**src/rtl/cond_unit.sv**
```systemverilog
// Execute-stage condition unit: holds the {N,Z,C,V} flag register, evaluates the
// instruction condition field and gates side effects of failed instructions.
module cond_unit #(
    parameter int unsigned CNT_W = 16
) (
    input  logic             clk,
    input  logic             reset,
    input  logic             stall_e,
    input  logic             flush_e,
    input  logic [3:0]       alu_flags,
    input  logic [3:0]       cond_e,
    input  logic [1:0]       flag_w_e,
    input  logic             pcs_e,
    input  logic             reg_w_e,
    input  logic             mem_w_e,
    input  logic             no_write_e,
    input  logic             clr_cnt,
    output logic             pc_src_e,
    output logic             reg_write_e,
    output logic             mem_write_e,
    output logic             cond_ex_e,
    output logic [3:0]       flags_q,
    output logic             carry_in,
    output logic [CNT_W-1:0] exec_cnt,
    output logic [CNT_W-1:0] skip_cnt
);

    localparam int unsigned FLAG_W = 4;
    localparam logic [CNT_W-1:0] CNT_MAX = {CNT_W{1'b1}};

    // Conditions come in complementary pairs; cond_e[0] selects the inverted sense.
    typedef enum logic [2:0] {
        CB_EQ = 3'd0,
        CB_CS = 3'd1,
        CB_MI = 3'd2,
        CB_VS = 3'd3,
        CB_HI = 3'd4,
        CB_GE = 3'd5,
        CB_GT = 3'd6,
        CB_AL = 3'd7
    } cond_base_e;

    logic              n_flag;
    logic              z_flag;
    logic              c_flag;
    logic              v_flag;
    cond_base_e        base_sel;
    logic              base_pass;
    logic              valid;
    logic              upd;
    logic [FLAG_W-1:0] flags_d;
    logic [CNT_W-1:0]  exec_cnt_q;
    logic [CNT_W-1:0]  exec_cnt_d;
    logic [CNT_W-1:0]  skip_cnt_q;
    logic [CNT_W-1:0]  skip_cnt_d;

    assign n_flag   = flags_q[3];
    assign z_flag   = flags_q[2];
    assign c_flag   = flags_q[1];
    assign v_flag   = flags_q[0];
    assign base_sel = cond_base_e'(cond_e[3:1]);

    // Condition evaluation against the pre-edge flag register.
    always_comb begin
        base_pass = 1'b0;
        case (base_sel)
            CB_EQ:   base_pass = z_flag;
            CB_CS:   base_pass = c_flag;
            CB_MI:   base_pass = n_flag;
            CB_VS:   base_pass = v_flag;
            CB_HI:   base_pass = c_flag & ~z_flag;
            CB_GE:   base_pass = (n_flag == v_flag);
            CB_GT:   base_pass = ~z_flag & (n_flag == v_flag);
            CB_AL:   base_pass = 1'b1;
            default: base_pass = 1'b0;
        endcase
        cond_ex_e = (base_sel == CB_AL) ? 1'b1 : (base_pass ^ cond_e[0]);
    end

    assign valid = ~flush_e & ~stall_e;
    assign upd   = valid & cond_ex_e;

    // Side-effect gating; stall is left to the hazard unit.
    assign pc_src_e    = pcs_e & cond_ex_e & ~flush_e;
    assign reg_write_e = reg_w_e & cond_ex_e & ~no_write_e & ~flush_e;
    assign mem_write_e = mem_w_e & cond_ex_e & ~flush_e;

    // N,Z and C,V are written as independent groups.
    always_comb begin
        flags_d = flags_q;
        if (upd && flag_w_e[1]) begin
            flags_d[3:2] = alu_flags[3:2];
        end
        if (upd && flag_w_e[0]) begin
            flags_d[1:0] = alu_flags[1:0];
        end
    end

    // Saturating instruction counters; clear has priority over increment.
    always_comb begin
        exec_cnt_d = exec_cnt_q;
        skip_cnt_d = skip_cnt_q;
        if (clr_cnt) begin
            exec_cnt_d = '0;
            skip_cnt_d = '0;
        end else if (valid) begin
            if (cond_ex_e && (exec_cnt_q != CNT_MAX)) begin
                exec_cnt_d = exec_cnt_q + CNT_W'(1);
            end
            if (!cond_ex_e && (skip_cnt_q != CNT_MAX)) begin
                skip_cnt_d = skip_cnt_q + CNT_W'(1);
            end
        end
    end

    always_ff @(posedge clk) begin
        if (reset) begin
            flags_q    <= '0;
            exec_cnt_q <= '0;
            skip_cnt_q <= '0;
        end else begin
            flags_q    <= flags_d;
            exec_cnt_q <= exec_cnt_d;
            skip_cnt_q <= skip_cnt_d;
        end
    end

    assign carry_in = flags_q[1];
    assign exec_cnt = exec_cnt_q;
    assign skip_cnt = skip_cnt_q;

endmodule
```
**config.mk**
```make
export PLATFORM = sky130hd
export DESIGN_NAME = cond_unit
export DESIGN_NICKNAME = d
export VERILOG_FILES = /design/src/rtl/cond_unit.sv
export SDC_FILE = /design/constraint.sdc
export NUM_CORES = 1
export LEC_CHECK = 0
export ABC_AREA = 0
export CORE_MARGIN = 10
export CORE_UTILIZATION = 50
export CTS_BUF_LIST = sky130_fd_sc_hd__clkbuf_8
export CTS_CLUSTER_DIAMETER = 30
export DETAILED_ROUTE_END_ITERATION = 12
export PLACE_DENSITY = 0.9
export SYNTH_ARGS = -nofsm -noshare
export SYNTH_HDL_FRONTEND = slang
export SYNTH_SLANG_ARGS = --single-unit
```
**constraint.sdc**
```tcl
create_clock -name clk -period 3.6 [get_ports clk]
set_input_delay 0.72 -clock clk [delete_from_list [all_inputs] [get_ports clk]]
set_output_delay 0.72 -clock clk [all_outputs]
set_load 0.01 [all_outputs]
```
Yosys cells after proc, flatten, opt, wreduce, memory -nomap -nowiden:

Index checks and enable logic that the tools add are counted.

* add/subtract/negate cells: 2
* eq/ne operators: 10
* mux-type cells: 2
* bitwise gates (word level): 16
* reduce and logical (&&, ||, !) cells: 9

Operators by type and width (number)
* $add 16x1->16 const B: 2
* $ne 16x16->1 const B: 2
* $eq 3x3->1 const B: 4
* $and 1x1->1: 11
* $pmux 1 s8: 1
* $eq 3x2->1 const B: 2
* $logic_and 1x1->1: 4
* $not 1->1: 4
* $reduce_and 2->1: 2
* $eq 3x1->1 const B: 1
* $logic_not 3->1: 1
* $reduce_or 2->1: 1
* $eq 1x1->1: 1
* $logic_not 1->1: 1
* $mux 1: 1
* $xor 1x1->1: 1

* flip-flop bits (word level): 36
* input port bits: 19
* output and inout bits: 41
* logic and storage cells: 43

Longest topological paths before layout:

Gate-level depths: netlist of the first run.

* depth after elaboration: 8
* gate-level depth with buffers: 9

Worst setup path after synthesis of the first run:

No wires, ideal clock.

* kind: in2out
* from: input cond_e[2]
* to: output reg_write_e
* data arrival time: 2.250 ns
* data required time: 2.880 ns
* path slack: 0.630 ns
* stages on the path: 6
* path buffers: 1
* cells stage by stage: and3b_1 -> a211o_1 -> nor3_1 -> a211oi_4 -> clkbuf_1 -> nor4b_1

* cells in the longest elaborated chain, start to end: 7
* elaborated cells on any way between the ends: 14
* classes of those cells: eq/ne: 7; mux: 2; bitwise: 4; reduce/logical: 1

RTL lines
* start, declared: line 11 `input logic [3:0] cond_e,`
* $eq 3x3->1 (tied with other cells): line 66, 77
* $pmux 1 s8: line 66 `case (base_sel)`
* $xor 1x1->1: line 77 `cond_ex_e = (base_sel == CB_AL) ? 1'b1 : (base_pass ^ cond_e[0]);`
* $mux 1 *: line 77
* $and 1x1->1 * (3 in series): line 85 `assign reg_write_e = reg_w_e & cond_ex_e & ~no_write_e & ~flush_e;`
* end, declared: line 19 `output logic reg_write_e,`

Every way passes the cells marked *; elsewhere a longest branch is shown, timed or not.

Worst setup path in the final report of the first run:

* from: input cond_e[3]
* to: output cond_ex_e

* cells in the longest elaborated chain, start to end: 4
* elaborated cells on any way between the ends: 11
* classes of those cells: eq/ne: 7; mux: 2; bitwise: 1; reduce/logical: 1

RTL lines
* $eq 3x3->1 (tied with other cells): line 66, 77
* $pmux 1 s8: line 66
* $xor 1x1->1: line 77
* $mux 1 *: line 77
* end, declared: line 21 `output logic cond_ex_e,`

Marked as above.

==> results of run 1 <==
layout make-up:
type / instances / share of cell area [%]
Multi-Input combinational cell: 191 / 44.6
Sequential cell: 36 / 25.6
Timing Repair Buffer: 70 / 24.1
Clock buffer: 6 / 2.93
Tap cell: 50 / 2.22
Clock inverter: 2 / 0.266
Inverter: 2 / 0.266
state kept, by name (all words and copies together) (netlist names):
| name | flops |
|---|---|
| skip_cnt | 16 |
| flags_q | 4 |
| exec_cnt | 16 |
routing by layer:
metal  wire length (um)  track usage [%]
met4                 34             3.50
met5                  0                0
met2               2880             25.6
met3                439             6.05
met1               2430             18.1
kinds of logic after synthesis:
| logic type | Yosys count | share of synthesized area, % |
|---|---|---|
| flops | 36 | 35.4 |
| simple gates | 113 | 32.5 |
| xor+xnor | 1 | 0.430 |
| fa+ha+maj | 2 | 1.23 |
| mux | 4 | 1.97 |
| buf+inv | 20 | 4.30 |
| compound gates | 71 | 24.2 |
worst reg2reg max path, cell delays in order, from the launching register on:
cell and delay [ns]:
dfxtp_1 0.40, and3b_1 0.20, a211o_1 0.28, o21a_1 0.22
a211oi_4 0.27, buf_4 0.17, inv_2 0.04, buf_4 0.23
or4_1 0.55, a21oi_1 0.17
through the flow:
stage / cell area, um2 / TNS [ns] / std cells / power (mW)
final: 2820 / 0 / 357 / 0.818
after global routing: 2820 / 0 / 357 / 0.850
after CTS: 2800 / 0 / 356 / 0.823
after detailed placement: 2680 / -0.277 / 347 / 0.533
after global placement: 2680 / -0.00545 / 347 / 0.530
after floorplan: 2040 / 0 / 247 / 0.480
power by group:
group	internal (mW)	switching, mW	leakage [nW]
clock network	0.150	0.137	0.0538
registers	0.400	0.00296	0.290
logic	0.0564	0.0715	0.646
total	0.607	0.212	0.990
path summary, 6_finish.rpt:
| kind | from | endpoint | slack, ns |
|---|---|---|---|
| setup / recovery | cond_e[3] | cond_ex_e | 0.27 |
| hold / removal | skip_cnt[8] | skip_cnt[8] | 0.51 |
| setup reg to reg | flags_q[0] | skip_cnt[12] | 1.00 |
| hold reg to reg | skip_cnt[8] | skip_cnt[8] | 0.51 |
placed cells by master, fill, tap and decap left out, types with 2 or more instances in the layout:
master and count:
clkdlybuf4s50_1 53, dfxtp_1 36, a21oi_1 23, nand2_1 19, o31ai_1 17, or4_1 16
and3_1 11, buf_4 11, nand3_1 10, nor2_1 8, nand4_1 8, nand2b_1 8
or3_1 7, o21ai_0 6, and2_1 6, clkbuf_8 6, o21a_1 4, and4_1 4
o31a_1 4, mux2i_1 4, dlymetal6s2s_1 4, nor3_1 3, nor4_1 3, inv_1 3
o311ai_0 3, o41ai_1 3, a31oi_1 3, a41o_1 3, or2_2 2, ha_1 2
dlygate4sd2_1 2
what timing repair did:
item | 4_1_cts | 5_1_grt
hold buffers | 0 | 0
gates resized for setup | 6 | 4
buffers inserted | 1 | 1
setup endpoints to repair | 4 | 3
pin swaps | 1 | 1
==> run metrics, run 1 <==
critical path type primary input to output pin; Pwr Density 290 nW/um2; Worst-Margin Slew 0.670 ns; CP startpoint kind primary input; WP data arrival between 2 and 3 ns; Clock Path Buffers 2; fin worst setup slack 0.268 ns; nets@finish roughly 330; IO Count 60; Mapped Area ~2000 um2; Post-synth top flop dfxtp_1; Clk pin slew, worst setup/hold paths 0.07 ns; die footprint around 7000 um2; vias in the first global route approximately 2.0k; Final Hold Vio Count 0; area of the multi-input gates ~1300 um2; Hold Crit Depth 2; Post-synth top cells dfxtp_1 (36), a21oi_1 (23), nand2_1 (19); area share of the largest cell type after synthesis 35.4%; final WL approximately 5800 um; count leader, synth dfxtp_1; Reg2Reg Depth 9; H-tree depth 2; clock root buffer clkbuf_8; maxcap violations 0; Yosys Warn Count 0; Finish-stage setup viols 0; Filler cells ~300; Vias 2148; Port Buffers 59; Die Span Y 83.8 um; VDD IR max between 0.0002 and 0.0003 V; dpl ws -0.0871 ns; Leak Pwr 0.990 nW; Final min period ~3.3 ns; Post-Syn Nets about 270; total track usage roughly 15%; Pre-antenna DRT Iters 5; syn avg cell area between 8 and 9 um2; Yosys cell types 42; Skew-Pair Late Insertion Delay roughly 0.28 ns; max incr delay on CP 0.47 ns; crit end category output pin; antenna cell count 0; hold_ws between 0.5 and 0.6 ns; Min-Delay Path Class flop to flop; # DRC 0; async set-reset flop share out of synthesis 0%; Core Box Area slightly below 4000 um2; worst path bufs/invs 5; Seq/Total Area, Yosys a little over a third; most used cell, CP buf_4; pin count of the biggest net entering global routing 43; ratio of cells with drive above 1 in the final layout around 8%; CP cell instances dlygate4sd2_1, nor4b_2, a211o_1, nor3_1, buf_4, a211oi_4, buf_4, inv_2, clkdlybuf4s50_1; worst path required time about 2.9 ns; post-DR wirelength/cell between 15 and 20 um; post-synth top area cell dfxtp_1; Slew headroom around 55%; first-pass GRT wire length roughly 9500 um; Final Cycle Share between 90 and 100%; Top delay family on crit path buffers and inverters; mean number of vias per cell between 6 and 7; register area 721 um2; Critical Path Fanout Max 5; Util after Layout 71.0%; final clock skew between 0.0015 and 0.002 ns; gpl congestion ~0.86; CTS Sinks 36; Initial Util slightly above 50%; Detail Route Antenna Nets 0; slowest cell on the critical path clkdlybuf4s50_1; HPWL Detailed 4210 um; number of synthesized flops with an enable pin 0; cts bufs inserted 5; initial DRC count ~190; status finished, final reports clean; synth top area cells dfxtp_1 (35%), o31ai_1 (6.6%), or4_1 (5.9%); Die X roughly 84 um; Mapped Cells about 250; Area growth syn-to-layout 38.5%; fin. max-slew vios 0; critical path depth 9; Yosys reg bits 36; total gr overflow 0; CTS tree built; Max Clock Freq around 0.30 GHz; Row Count 23; RSZ-0062 raised after global routing no; initial antenna violation count 0
(Power assumes the default switching activity.)
==> inputs of run 2 (changes only) <==
- MAX_ROUTING_LAYER: unset -> met4
==> run metrics, run 2 (synthesis results as in run 1) <==
gpl congestion 0.878 (was 0.864); Reg2Reg Depth 9 (unchanged); crit end category output pin (unchanged); Power, Total 819 uW (was 818 uW); Die Span Y 83.8 um (unchanged); cts hold-fix bufs 0 (unchanged); Port Buffers 59 (unchanged); Worst-Margin Slew 0.672 ns (was 0.670 ns); Vias 2157 (was 2148); clock root buffer clkbuf_8 (unchanged); Design Area, Final 2820 um2 (unchanged); max incr delay on CP 0.47 ns (about the same); Row Count 23 (unchanged); CP startpoint kind primary input (unchanged); Hold Crit Depth 2 (unchanged); Initial Util 51.3% (unchanged); Final Hold Vio Count 0 (unchanged); mean number of vias per cell 6.04 (was 6.02); Skew-Pair Late Insertion Delay 0.28 ns (about the same); initial DRC count 184 (was 187); Clk pin slew, worst setup/hold paths 0.07 ns (about the same); final WL 5790 um (was 5780 um); worst path required time 2.88 ns (about the same); cts bufs inserted 5 (unchanged); HPWL Detailed 4210 um (unchanged); non-filler cells in the finished layout 357 (unchanged); placed insts 347 (unchanged); pin count of the biggest net entering global routing 43 (unchanged); RR Startpoint flags_q[0] (unchanged); first-pass GRT wire length 9480 um (was 9460 um); H-tree depth 2 (unchanged); Final min period 3.33 ns (about the same); Top delay family on crit path buffers and inverters (unchanged); fin worst setup slack 0.268 ns (about the same); CTS tree built (unchanged); fin. max-slew vios 0 (unchanged); RSZ-0062 raised after global routing no (unchanged); die footprint 7020 um2 (unchanged); Die X 83.8 um (unchanged); hold endpoint skip_cnt[8] (unchanged); most used cell, CP buf_4 (unchanged); Min-Delay Path Class flop to flop (unchanged); # DRC 0 (unchanged); nets@finish 327 (unchanged); Area growth syn-to-layout 38.5% (unchanged); total track usage 15.8% (was 15.4%); worst path bufs/invs 5 (unchanged); total gr overflow 0 (unchanged); CP Launch Point cond_e[3] (unchanged); VDD IR max 0.000256 V (was 0.000255 V); Post-DP Area 2680 um2 (unchanged); initial antenna violation count 0 (unchanged); post-DR wirelength/cell 16.2 um (about the same); Clock Path Buffers 2 (unchanged); maxcap violations 0 (unchanged); Leak Pwr 0.990 nW (unchanged); Final Cycle Share 92.6% (was 92.5%); setup slack, reg-to-reg 1.01 ns (was 1.00 ns); Max Clock Freq 0.300 GHz (about the same); dpl ws -0.0871 ns (unchanged); antenna cell count 0 (unchanged); hold_ws 0.508 ns (was 0.507 ns); final clock skew 0.00238 ns (was 0.00190 ns); WP data arrival 2.61 ns (about the same); Detail Route Antenna Nets 0 (unchanged); vias in the first global route 1998 (was 2001); IO Count 60 (unchanged); Slew headroom 55.0% (was 55.2%); Core Box Area 3970 um2 (unchanged); Pwr Density 290 nW/um2 (about the same); Finish-stage setup viols 0 (unchanged); ratio of cells with drive above 1 in the final layout 8.14% (unchanged); status finished, final reports clean (unchanged); Pre-antenna DRT Iters 5 (unchanged); critical path type primary input to output pin (unchanged); Critical Path Fanout Max 5 (unchanged); CTS Sinks 36 (unchanged); Hold Path Origin skip_cnt[8] (unchanged); slowest cell on the critical path clkdlybuf4s50_1 (unchanged); commonest cells after routing, fill and taps aside clkdlybuf4s50_1 (53), dfxtp_1 (36), a21oi_1 (23), nand2_1 (19), o31ai_1 (17) (unchanged); R2R Path End skip_cnt[13] (was skip_cnt[12]); CP cell instances dlygate4sd2_1, nor4b_2, a211o_1, nor3_1, buf_4, a211oi_4, buf_4, inv_2, clkdlybuf4s50_1 (unchanged); most common cell after layout, fill and taps aside clkdlybuf4s50_1 (unchanged)
-- run 2: repair_timing --
item / 4_1_cts / 5_1_grt
setup endpoints to repair: 4 / 3
resized for setup: 6 / 4
pin swaps: 1 / 1
gates cloned: 0 / 0
buffers inserted: 1 / 1
-- run 2: layer usage --
| metal | GRT usage (%) | vias to the layer above | wire, um |
|---|---|---|---|
| met1 | 19.1 | 1004 | 2460 |
| met5 | - | - | 0 |
| met4 | 3.50 | 0 | 22 |
| li1 | - | 1077 | - |
| met3 | 4.49 | 4 | 387 |
| met2 | 25.5 | 72 | 2930 |
-- run 2: how the worst max path moves through the flow --
| stage | endpoint | slack [ns] | cells after the start |
|---|---|---|---|
| 2_1_floorplan | reg_write_e | 0.63 | 6 |
| 3_3_place_gp | reg_write_e | -0.005 | 8 |
| 3_5_place_dp | pc_src_e | -0.09 | 9 |
| 4_1_cts | pc_src_e | 0.008 | 9 |
| 5_1_grt | cond_ex_e | 0.21 | 9 |
| 6_report | cond_ex_e | 0.27 | 9 |
-- run 2: tightest hold or removal path, delay by kind of cell (launching register included) --
kind / cells / cell delay, ns
AOI/OAI and AO/OA: 2 / 0.13
DFF: 1 / 0.34
-- run 2: per-stage QoR --
stage	setup TNS, ns	util, %
floorplan	0	-
detailed placement	-0.277	67.5
global route	0	71.0
finish	0	71.0
CTS	0	70.6
global placement	-0.00545	67.5
-- run 2: area by class of cell --
| class | instances | area [um2] |
|---|---|---|
| Multi-Input combinational cell | 191 | 1260 |
| Fill cell | 298 | 1150 |
| Sequential cell | 36 | 721 |
| Timing Repair Buffer | 70 | 681 |
| Clock buffer | 6 | 82.6 |
| Tap cell | 50 | 62.6 |
| Clock inverter | 2 | 7.51 |
| Inverter | 2 | 7.51 |
-- run 2: where the power goes --
| group | switching [mW] | leakage (nW) | internal (mW) |
|---|---|---|---|
| registers | 0.00299 | 0.290 | 0.400 |
| logic | 0.0715 | 0.646 | 0.0564 |
| clock network | 0.138 | 0.0538 | 0.150 |
==> inputs of run 3 (changes only) <==
- SLEW_MARGIN: unset -> 5
==> results of run 3 <==
The final DEF is identical to that of run 2; final timing and power are the same.
